File: config.mk
export PLATFORM = sky130hd
export DESIGN_NAME = maxima_frame_scheduler
export DESIGN_NICKNAME = d
export VERILOG_FILES = /design/src/rtl/maxima_frame_scheduler.sv
export SDC_FILE = /design/constraint.sdc
export NUM_CORES = 1
export LEC_CHECK = 0
export ABC_AREA = 1
export CAP_MARGIN = 25
export CORE_UTILIZATION = 50
export DETAILED_ROUTE_END_ITERATION = 7
export PLACE_DENSITY = 0.81
export SETUP_SLACK_MARGIN = 0.1
export SLEW_MARGIN = 20
export SYNTH_ARGS = -nofsm -noshare
export SYNTH_HDL_FRONTEND = slang
export SYNTH_SLANG_ARGS = --single-unit
File: constraint.sdc
create_clock -name clk -period 2.4 [get_ports clk]
set_input_delay 0.72 -clock clk [delete_from_list [all_inputs] [get_ports clk]]
set_output_delay 0.72 -clock clk [all_outputs]
set_load 0.02 [all_outputs]
File: src/rtl/maxima_frame_scheduler.sv
// Frame sequencer for the 16-peak maxima finder.
// Loads one frame of FFT magnitude bins into the finder, padding short frames
// and dropping the tail of long ones. It then starts the finder, waits for the
// rising edge of its active flag and snapshots the peaks. Finally it streams
// the peaks downstream, largest first, over a valid/ready handshake.
module maxima_frame_scheduler #(
   parameter int N_BINS  = 512,
   parameter int N_PEAKS = 16,
   parameter int DATA_W  = 25,
   parameter int TIMEOUT = 16384
) (
   input  logic                      clk,
   input  logic                      reset,
   input  logic                      bin_valid,
   input  logic [DATA_W-1:0]         bin_data,
   input  logic                      bin_last,
   output logic                      bin_ready,
   output logic                      fm_reset,
   output logic                      fm_load,
   output logic [DATA_W-1:0]         fm_data,
   output logic                      fm_start,
   input  logic                      fm_active,
   input  logic [N_PEAKS*DATA_W-1:0] fm_peaks,
   output logic                      peak_valid,
   output logic [DATA_W-1:0]         peak_data,
   output logic [3:0]                peak_idx,
   output logic                      peak_last,
   input  logic                      peak_ready,
   output logic                      busy,
   output logic [15:0]               frame_count,
   output logic [7:0]                drop_count,
   output logic                      err_len,
   output logic                      err_timeout
);

   localparam int CNT_W = $clog2(N_BINS + 1);
   localparam int TMR_W = $clog2(TIMEOUT + 1);
   localparam logic [CNT_W-1:0] LAST_BIN  = CNT_W'(N_BINS - 1);
   localparam logic [TMR_W-1:0] TMR_LAST  = TMR_W'(TIMEOUT - 1);
   localparam logic [3:0]       LAST_PEAK = 4'(N_PEAKS - 1);

   typedef enum logic [3:0] {
      S_IDLE, S_CLEAR, S_LOAD, S_PAD, S_DISCARD, S_START, S_WAIT, S_CAPTURE, S_DRAIN
   } state_t;

   state_t              state_q, state_d;
   logic [CNT_W-1:0]    cnt_q, cnt_d;          // finder loads issued this frame
   logic [TMR_W-1:0]    tmr_q, tmr_d;          // cycles spent in WAIT
   logic                act_prev_q, act_prev_d;
   logic                fm_reset_q, fm_reset_d;
   logic                fm_load_q, fm_load_d;
   logic [DATA_W-1:0]   fm_data_q, fm_data_d;
   logic                fm_start_q, fm_start_d;
   logic [3:0]          idx_q, idx_d;
   logic [DATA_W-1:0]   snap_q [N_PEAKS];
   logic [DATA_W-1:0]   snap_d [N_PEAKS];
   logic [15:0]         frame_cnt_q, frame_cnt_d;
   logic [7:0]          drop_cnt_q, drop_cnt_d;
   logic                err_len_q, err_len_d;
   logic                err_to_q, err_to_d;
   logic [DATA_W-1:0]   peaks_w [N_PEAKS];
   logic                ready_w;
   logic                valid_w;

   // Unpack the finder result bus; peak k lives at [k*DATA_W +: DATA_W].
   for (genvar gi = 0; gi < N_PEAKS; gi++) begin : g_unpack
      assign peaks_w[gi] = fm_peaks[gi*DATA_W +: DATA_W];
   end

   // Next-state, counters and registered finder strobes.
   always_comb begin
      state_d     = state_q;
      cnt_d       = cnt_q;
      tmr_d       = tmr_q;
      act_prev_d  = fm_active;
      fm_reset_d  = 1'b0;
      fm_load_d   = 1'b0;
      fm_data_d   = '0;
      fm_start_d  = 1'b0;
      idx_d       = idx_q;
      snap_d      = snap_q;
      frame_cnt_d = frame_cnt_q;
      drop_cnt_d  = drop_cnt_q;
      err_len_d   = err_len_q;
      err_to_d    = err_to_q;
      ready_w     = 1'b0;
      valid_w     = 1'b0;

      case (state_q)
         S_IDLE: begin
            cnt_d = '0;
            if (bin_valid) state_d = S_CLEAR;
         end
         S_CLEAR: begin
            cnt_d   = '0;
            state_d = S_LOAD;
         end
         S_LOAD: begin
            ready_w = 1'b1;
            if (bin_valid) begin
               fm_load_d = 1'b1;
               fm_data_d = bin_data;
               cnt_d     = cnt_q + 1'b1;
               if (cnt_q == LAST_BIN) begin
                  if (bin_last) begin
                     state_d = S_START;
                  end else begin
                     err_len_d = 1'b1;
                     state_d   = S_DISCARD;
                  end
               end else if (bin_last) begin
                  err_len_d = 1'b1;
                  state_d   = S_PAD;
               end
            end
         end
         S_PAD: begin
            // Zero-fill so the finder always sees a full frame.
            fm_load_d = 1'b1;
            cnt_d     = cnt_q + 1'b1;
            if (cnt_q == LAST_BIN) state_d = S_START;
         end
         S_DISCARD: begin
            ready_w = 1'b1;
            if (bin_valid && bin_last) state_d = S_START;
         end
         S_START: begin
            // fm_start is registered, so it lands one cycle after the last fm_load.
            fm_start_d = 1'b1;
            tmr_d      = '0;
            state_d    = S_WAIT;
         end
         S_WAIT: begin
            tmr_d = tmr_q + 1'b1;
            if (fm_active && !act_prev_q) begin
               state_d = S_CAPTURE;
            end else if (tmr_q == TMR_LAST) begin
               err_to_d = 1'b1;
               if (drop_cnt_q != '1) drop_cnt_d = drop_cnt_q + 8'd1;
               state_d = S_IDLE;
            end
         end
         S_CAPTURE: begin
            snap_d  = peaks_w;
            idx_d   = '0;
            state_d = S_DRAIN;
         end
         S_DRAIN: begin
            valid_w = 1'b1;
            if (peak_ready) begin
               if (idx_q == LAST_PEAK) begin
                  idx_d = '0;
                  if (frame_cnt_q != '1) frame_cnt_d = frame_cnt_q + 16'd1;
                  state_d = S_IDLE;
               end else begin
                  idx_d = idx_q + 4'd1;
               end
            end
         end
         default: state_d = S_IDLE;
      endcase

      // Finder reset is aligned with the CLEAR state itself.
      fm_reset_d = (state_d == S_CLEAR);
   end

   // State and datapath registers; reset discards any frame in flight.
   always_ff @(posedge clk) begin
      if (!reset) begin
         state_q     <= S_IDLE;
         cnt_q       <= '0;
         tmr_q       <= '0;
         act_prev_q  <= 1'b0;
         fm_reset_q  <= 1'b1;
         fm_load_q   <= 1'b0;
         fm_data_q   <= '0;
         fm_start_q  <= 1'b0;
         idx_q       <= '0;
         snap_q      <= '{default: '0};
         frame_cnt_q <= '0;
         drop_cnt_q  <= '0;
         err_len_q   <= 1'b0;
         err_to_q    <= 1'b0;
      end else begin
         state_q     <= state_d;
         cnt_q       <= cnt_d;
         tmr_q       <= tmr_d;
         act_prev_q  <= act_prev_d;
         fm_reset_q  <= fm_reset_d;
         fm_load_q   <= fm_load_d;
         fm_data_q   <= fm_data_d;
         fm_start_q  <= fm_start_d;
         idx_q       <= idx_d;
         snap_q      <= snap_d;
         frame_cnt_q <= frame_cnt_d;
         drop_cnt_q  <= drop_cnt_d;
         err_len_q   <= err_len_d;
         err_to_q    <= err_to_d;
      end
   end

   assign bin_ready   = ready_w;
   assign fm_reset    = fm_reset_q;
   assign fm_load     = fm_load_q;
   assign fm_data     = fm_data_q;
   assign fm_start    = fm_start_q;
   assign peak_valid  = valid_w;
   assign peak_data   = valid_w ? snap_q[idx_q] : '0;
   assign peak_idx    = valid_w ? idx_q : 4'd0;
   assign peak_last   = valid_w && (idx_q == LAST_PEAK);
   assign busy        = (state_q != S_IDLE);
   assign frame_count = frame_cnt_q;
   assign drop_count  = drop_cnt_q;
   assign err_len     = err_len_q;
   assign err_timeout = err_to_q;

endmodule

==> results of run 1 <==
## cell families after synthesis
logic type               count (synthesis)  share of synthesized area, %
AO/OA/AOI/OAI                          862                          21.5
adder cells (fa/ha/maj)                  5                         0.293
flip-flops                             488                          45.8
buffers and inverters                  364                          7.05
XOR/XNOR                                11                         0.452
AND/OR/NAND/NOR                       1337                          24.9
## worst max path at each step
stage / startpoint / to / slack [ns] / depth (start not counted)
after floorplan: idx_q[1] / peak_data[3] / 0.22 / 10
after global placement: idx_q[0] / peak_data[21] / -0.53 / 6
after detailed placement: idx_q[0] / peak_data[21] / -0.56 / 6
after CTS: idx_q[0] / peak_data[21] / -0.64 / 7
after global routing: idx_q[0] / peak_data[0] / -0.71 / 13
final: idx_q[0] / peak_data[9] / -0.67 / 9
## layout by cell type (no fill, tap or decap), drive strengths merged
| master | instances |
|---|---|
| a211oi | 5 |
| a21boi | 1 |
| a21oi | 155 |
| a22oi | 2 |
| a31oi | 1 |
| buf | 204 |
| bufbuf | 4 |
| bufinv | 6 |
| clkbuf | 80 |
| clkdlybuf4s50 | 458 |
| clkinv | 7 |
| dfxtp | 488 |
| diode | 8 |
| dlygate4sd2 | 23 |
| dlymetal6s2s | 2 |
| ha | 5 |
| inv | 135 |
| nand2 | 196 |
| nand3 | 95 |
| nand3b | 4 |
| nand4 | 12 |
| nor2 | 1019 |
| nor3 | 11 |
| o211ai | 61 |
| o21a | 2 |
| o21ai | 615 |
| o21bai | 1 |
| o221ai | 18 |
| o22ai | 1 |
| xnor2 | 2 |
| xor2 | 9 |
## worst max-delay path, delay by kind of cell (launching register included)
kind            cells  cell delay (ns)
buf+inv             5             0.76
simple gates        2             0.20
compound gates      2             0.43
flops               1             0.36
## layer usage
metal  global-route usage (%)  share of wire (%)
met1                     45.5                 40
met2                     58.2                 46
met3                     6.29                8.5
met4                     20.4                5.8
met5                        0                  0
## state kept, by name, summed over array words and instances, names as in the netlist
signal and count:
tmr_q 15, fm_load 1, err_timeout 1, fm_reset 1
cnt_q 10, err_len 1, drop_count 8, frame_count 16
act_prev_q 1, fm_data 25, fm_start 1, state_q 4
snap_q 400, idx_q 4
## what timing repair did
item / 4_1_cts / 5_1_grt
gates resized for setup: 394 / 55
setup buffers: 20 / 12
pin swaps: 74 / 55
hold buffers: 0 / 0
gates cloned: 18 / 1
setup endpoints to repair: 56 / 35
## power breakdown
| group | switching [mW] | internal (mW) |
|---|---|---|
| combinational | 0.513 | 0.779 |
| clock | 3.34 | 5.24 |
| sequential | 0.0100 | 8.11 |
| total | 3.86 | 14.1 |
## final cells by class
| class | count | share of cell area (%) |
|---|---|---|
| antenna | 8 | 0.0649 |
| clock buffer | 79 | 5.24 |
| clock inverter | 12 | 0.682 |
| inverter | 136 | 1.77 |
| multi-input combinational | 2215 | 34.1 |
| sequential | 488 | 31.7 |
| tap | 539 | 2.19 |
| timing repair buffer | 692 | 24.2 |
## through the flow
stage / power (mW) / hold slack, ns / utilization [%]
2_1_floorplan: 8.62 / 0.429 / -
3_3_place_gp: 9.54 / 0.437 / 65.6
3_5_place_dp: 9.54 / 0.447 / 65.6
4_1_cts: 18.0 / 0.455 / 72.8
5_1_grt: 18.4 / 0.467 / 73.3
6_report: 18.0 / 0.456 / 73.3
==> results.cfg, run 1 <==
[setup_path]
reg2reg_depth = 12
r2r_slack_ns = 0.22
end_kind = output port
cp_slowest_cell = dfxtp_4
arrival_ns = 2.35
reg2reg_from = idx_q[0]
critPathMaxStageDelay_ns = 0.36
cp-start-kind = flop
crit_path_frequent_cell = buf_4
cp_cell_sequence = buf_6, buf_12, buf_4, buf_8, o21ai_0, o211ai_1, nand3_1, nand2_1, buf_4
crit_required_ns = 1.68
critPathKind = flop to output port
worstReg2RegEnd = frame_count[10]
path_max_fanout = 15

[synthesis]
ys_warn_count = 0
synth_most_common_cell = nor2_1
synth_edf_count = 0
ys_seq_area_share_pct = 45.8
synth_area_mm2 = 0.0213
syn_area_per_cell_um2 = 6.95
ys.flop_type = dfxtp_1
synth_top_area_cell = dfxtp_1
synthCells = 3067
synth_nets = 3503
ys_ff_latch = 488
synth_cell_types = 36
synthTopCellsByCount = nor2_1, o21ai_0, dfxtp_1
synth_top_area_share_pct = 45.8
async_reset_ff_share_pct = 0
synth_area_leaders = dfxtp_1, nor2_1, o21ai_0, a21oi_1, nand2_1

[timing]
tns_ns = -15.06
min_period_ns = 3.07
fin_crit_sh_pct = 128
setup_ws_ns = -0.673
setup_violations = 31
drv_slew = 0
fmax_mhz = 325
tightest_slew_ns = 0.600
rsz0062_at_grt = yes
relSlewSlack_pct = 59.6
hold_violations = 0
skew_ns = 0.0178

[placement]
dp_cells = 4023
dpl_cell_area_mm2 = 0.0276
post-place-ws_ns = -0.558
dp_hpwl_mm = 56.1
gp_congestion = 0.947
portBuffers = 517

[route]
routed_wl_mm = 81.5
drc = 0
dr.pass1.iters = 6
ant_nets = 0
vias = 23682
vias_per_cell = 5.68
dr.first_iter.drc_count = 2545
drt-wirelength-per-cell_um = 19.6

[min_path]
hold_depth = 2
hold_path_end = err_len
hp-start = err_len
min_path_type = flop to flop

[global_routing]
overflow = 0
grt_max_degree = 84
grt_pass1_vias = 22263
track_usage_pct = 36.0
grt_first_pass_wirelength_mm = 123
antenna_found_initial = 4

[floorplanning]
ios = 518
initial_core_util_pct = 50.7
die_w_um = 209
dieArea_mm2 = 0.0435
die_h_um = 209
rows = 75
core_mm2 = 0.0420

[cells_and_area]
multi_input_area_mm2 = 0.0105
drive_gt1_share_pct = 12.0
final_area_mm2 = 0.0308
regArea_mm2 = 0.00978
fin_nets = 4020
area_growth_pct = 44.5
instances_no_fill = 4169
final.fill_count = 3220

[clock_tree]
clockRootBuffer = clkbuf_16
max-clock-path-buffers = 3
clock-sinks = 488
cts_tree = done
clkTransAtPathRegs_ns = 0.06
cts_buffers = 51
insertion_delay_ns = 0.59
cts_max_level = 2

[status]
status = finished with violations
violations = setup timing

[run]
maxCapViolCount = 0

[power]
ir_drop_mv = 0.485
power_density_mw_per_mm2 = 584
p_leak_nw = 11.5
Power figures use the tool's default switching activity.
==> run 2: changes to the inputs <==
REMOVE_ABC_BUFFERS = 1   (was default)
==> run 2 against run 1 <==
  * The run ends with DRC, setup timing left
  * Wire length decreased by 8.5%
  * Hold slack worse by 0.0037 ns
  * Global-route usage fell by 3.5 points
  * Count of clock-buffer cells in the layout decreased by 7
  * First-iteration DRC count down 16%
  * Register-to-register slack improved by 0.11 ns
  * Worst setup slack improved by 0.16 ns
  * Critical path depth did not move
  * Combinational power hardly changed
  * Power shrank 2.8%
  * Critical endpoint is now peak_data[13]
==> results.cfg, run 2 (same netlist as run 1, synthesis figures left out) <==
[timing]
fin_crit_sh_pct = 121
rsz0062_at_grt = yes
hold_violations = 0
relSlewSlack_pct = 56.8
fmax_mhz = 343
tightest_slew_ns = 0.646
setup_violations = 27
min_period_ns = 2.91
skew_ns = 0.0227
setup_ws_ns = -0.514
drv_slew = 0

[global_routing]
track_usage_pct = 32.6
use_met3_pct = 5.03
grt_pass1_vias = 21960
grt_first_pass_wirelength_mm = 114
grtUsageMet2_pct = 54.9
grt_max_degree = 108
grt.busiest_layer = met2
antenna_found_initial = 1
overflow = 0
global_route.usage.met1_pct = 39.5

[cells_and_area]
diodes = 0
largest_reg_flops = 400
top_register = snap_q
final_util_pct = 72.2
final.fill_count = 3165
final_area_mm2 = 0.0304
final_cell_mix = nor2_1, o21ai_0, dfxtp_1
area_growth_pct = 42.3
final_common_cell = nor2_1
drive_gt1_share_pct = 10.6
fin_nets = 3994

[setup_path]
worstReg2RegEnd = snap_q[210]
critPathMaxStageDelay_ns = 0.40
path_max_fanout = 17
end_kind = output port
r2r_slack_ns = 0.33
critPathKind = flop to output port
cp-start-kind = flop
reg2reg_from = state_q[1]
cp_top_family = buffers and inverters
cp_slowest_cell = dfxtp_4
critPathBufInv = 4
arrival_ns = 2.19
cp_cell_sequence = buf_6, clkbuf_16, clkbuf_16, a21oi_1, o21ai_0, o211ai_1, nand3_1, nand2_2, buf_6
crit_required_ns = 1.68
reg2reg_depth = 8

[floorplanning]
die_w_um = 209
rows = 75
core_mm2 = 0.0420
ios = 518
initial_core_util_pct = 50.7
die_h_um = 209
dieArea_mm2 = 0.0435

[placement]
gp_congestion = 0.941
dpl_cell_area_mm2 = 0.0276
dp_hpwl_mm = 51.3
portBuffers = 517

[power]
p_leak_nw = 11.2
power_density_mw_per_mm2 = 576
ir_drop_mv = 0.469

[clock_tree]
cts_buffers = 50
clkTransAtPathRegs_ns = 0.06
clockRootBuffer = clkbuf_16
cts_max_level = 2
insertion_delay_ns = 0.60
clock-sinks = 488
max-clock-path-buffers = 3
cts_tree = done

[route]
dr.first_iter.drc_count = 2126
vias_per_cell = 5.59
drt-wirelength-per-cell_um = 18.0
drc = 1
ant_nets = 0
vias = 23111
dr.pass1.iters = 8
routed_wl_mm = 74.6

[status]
status = finished with violations
violations = DRC, setup timing

[run]
maxCapViolCount = 0

[min_path]
hold_path_end = snap_q[60]
hold_depth = 2
hp-start = snap_q[60]
min_path_type = flop to flop
[run 2: cell count changes in the layout (fill, tap and decap cells not counted), sizes merged]
cell / before / now
buf: 204 / 174
dlygate4sd2: 23 / 22
dlymetal6s2s: 2 / 1
bufbuf: 4 / 1
bufinv: 6 / 5
clkdlybuf4s50: 458 / 460
inv: 135 / 137
clkbuf: 80 / 81
clkinv: 7 / 12
diode: 8 / 0
[run 2: layer usage]
layer | vias to the layer above | routed length [um]
met4 | 2 | 4060
met2 | 1154 | 35300
met5 | - | 11
met3 | 239 | 5800
li1 | 11065 | -
met1 | 10651 | 29400
[run 2: worst max-delay path by stage]
stage / startpoint / endpoint / slack [ns] / cells past startpoint
after detailed placement: idx_q[0] / peak_data[19] / -0.36 / 7
after global routing: idx_q[0] / peak_data[17] / -0.59 / 8
after CTS: idx_q[0] / peak_data[10] / -0.53 / 8
final: idx_q[0] / peak_data[13] / -0.51 / 9
after global placement: idx_q[0] / peak_data[19] / -0.37 / 7
after floorplan: idx_q[0] / peak_data[10] / -6.57 / 7
[run 2: layout make-up]
class / instances / area, um^2 / share of cell area, %
multi-input cells: 2215 / 10400 / 34.2
flip-flops and latches: 488 / 9790 / 32.2
repair buffers: 667 / 7260 / 23.9
clock buffers: 72 / 1470 / 4.83
well taps: 539 / 674 / 2.22
inverters: 136 / 538 / 1.77
clock inverters: 18 / 243 / 0.800
[run 2: power breakdown]
part | switching (mW) | internal, mW | leakage (nW)
sequential | 0.0110 | 8.12 | 3.93
clock | 3.27 | 4.78 | 0.848
combinational | 0.519 | 0.778 | 6.47
total | 3.80 | 13.7 | 11.2
[run 2: repair_timing]
item,4_1_cts,5_1_grt
setup endpoints to repair,55,34
pin swaps,19,55
gates resized for setup,295,120
gates cloned,6,10
buffers inserted,11,5
hold buffers,0,0
[run 2: stage by stage]
step | power [mW] | hold WS (ns) | setup slack, ns | setup TNS [ns] | cells
2_1_floorplan | 8.55 | 0.429 | -6.57 | -2336.30 | 2839
3_3_place_gp | 9.54 | 0.439 | -0.370 | -5.91 | 4014
3_5_place_dp | 9.55 | 0.445 | -0.357 | -6.44 | 4014
4_1_cts | 17.5 | 0.453 | -0.525 | -11.63 | 4121
5_1_grt | 18.0 | 0.472 | -0.585 | -13.68 | 4135
6_report | 17.5 | 0.452 | -0.514 | -11.03 | 4135
[run 2: worst register-to-register path, cell delays in order, from the launching register on]
cell and delay, ns:
dfxtp_4 0.37, buf_6 0.10, buf_8 0.12, nand2_1 0.08, inv_1 0.15, nand2_8 0.19
buf_12 0.26, o21ai_0 0.62, nor2_1 0.07
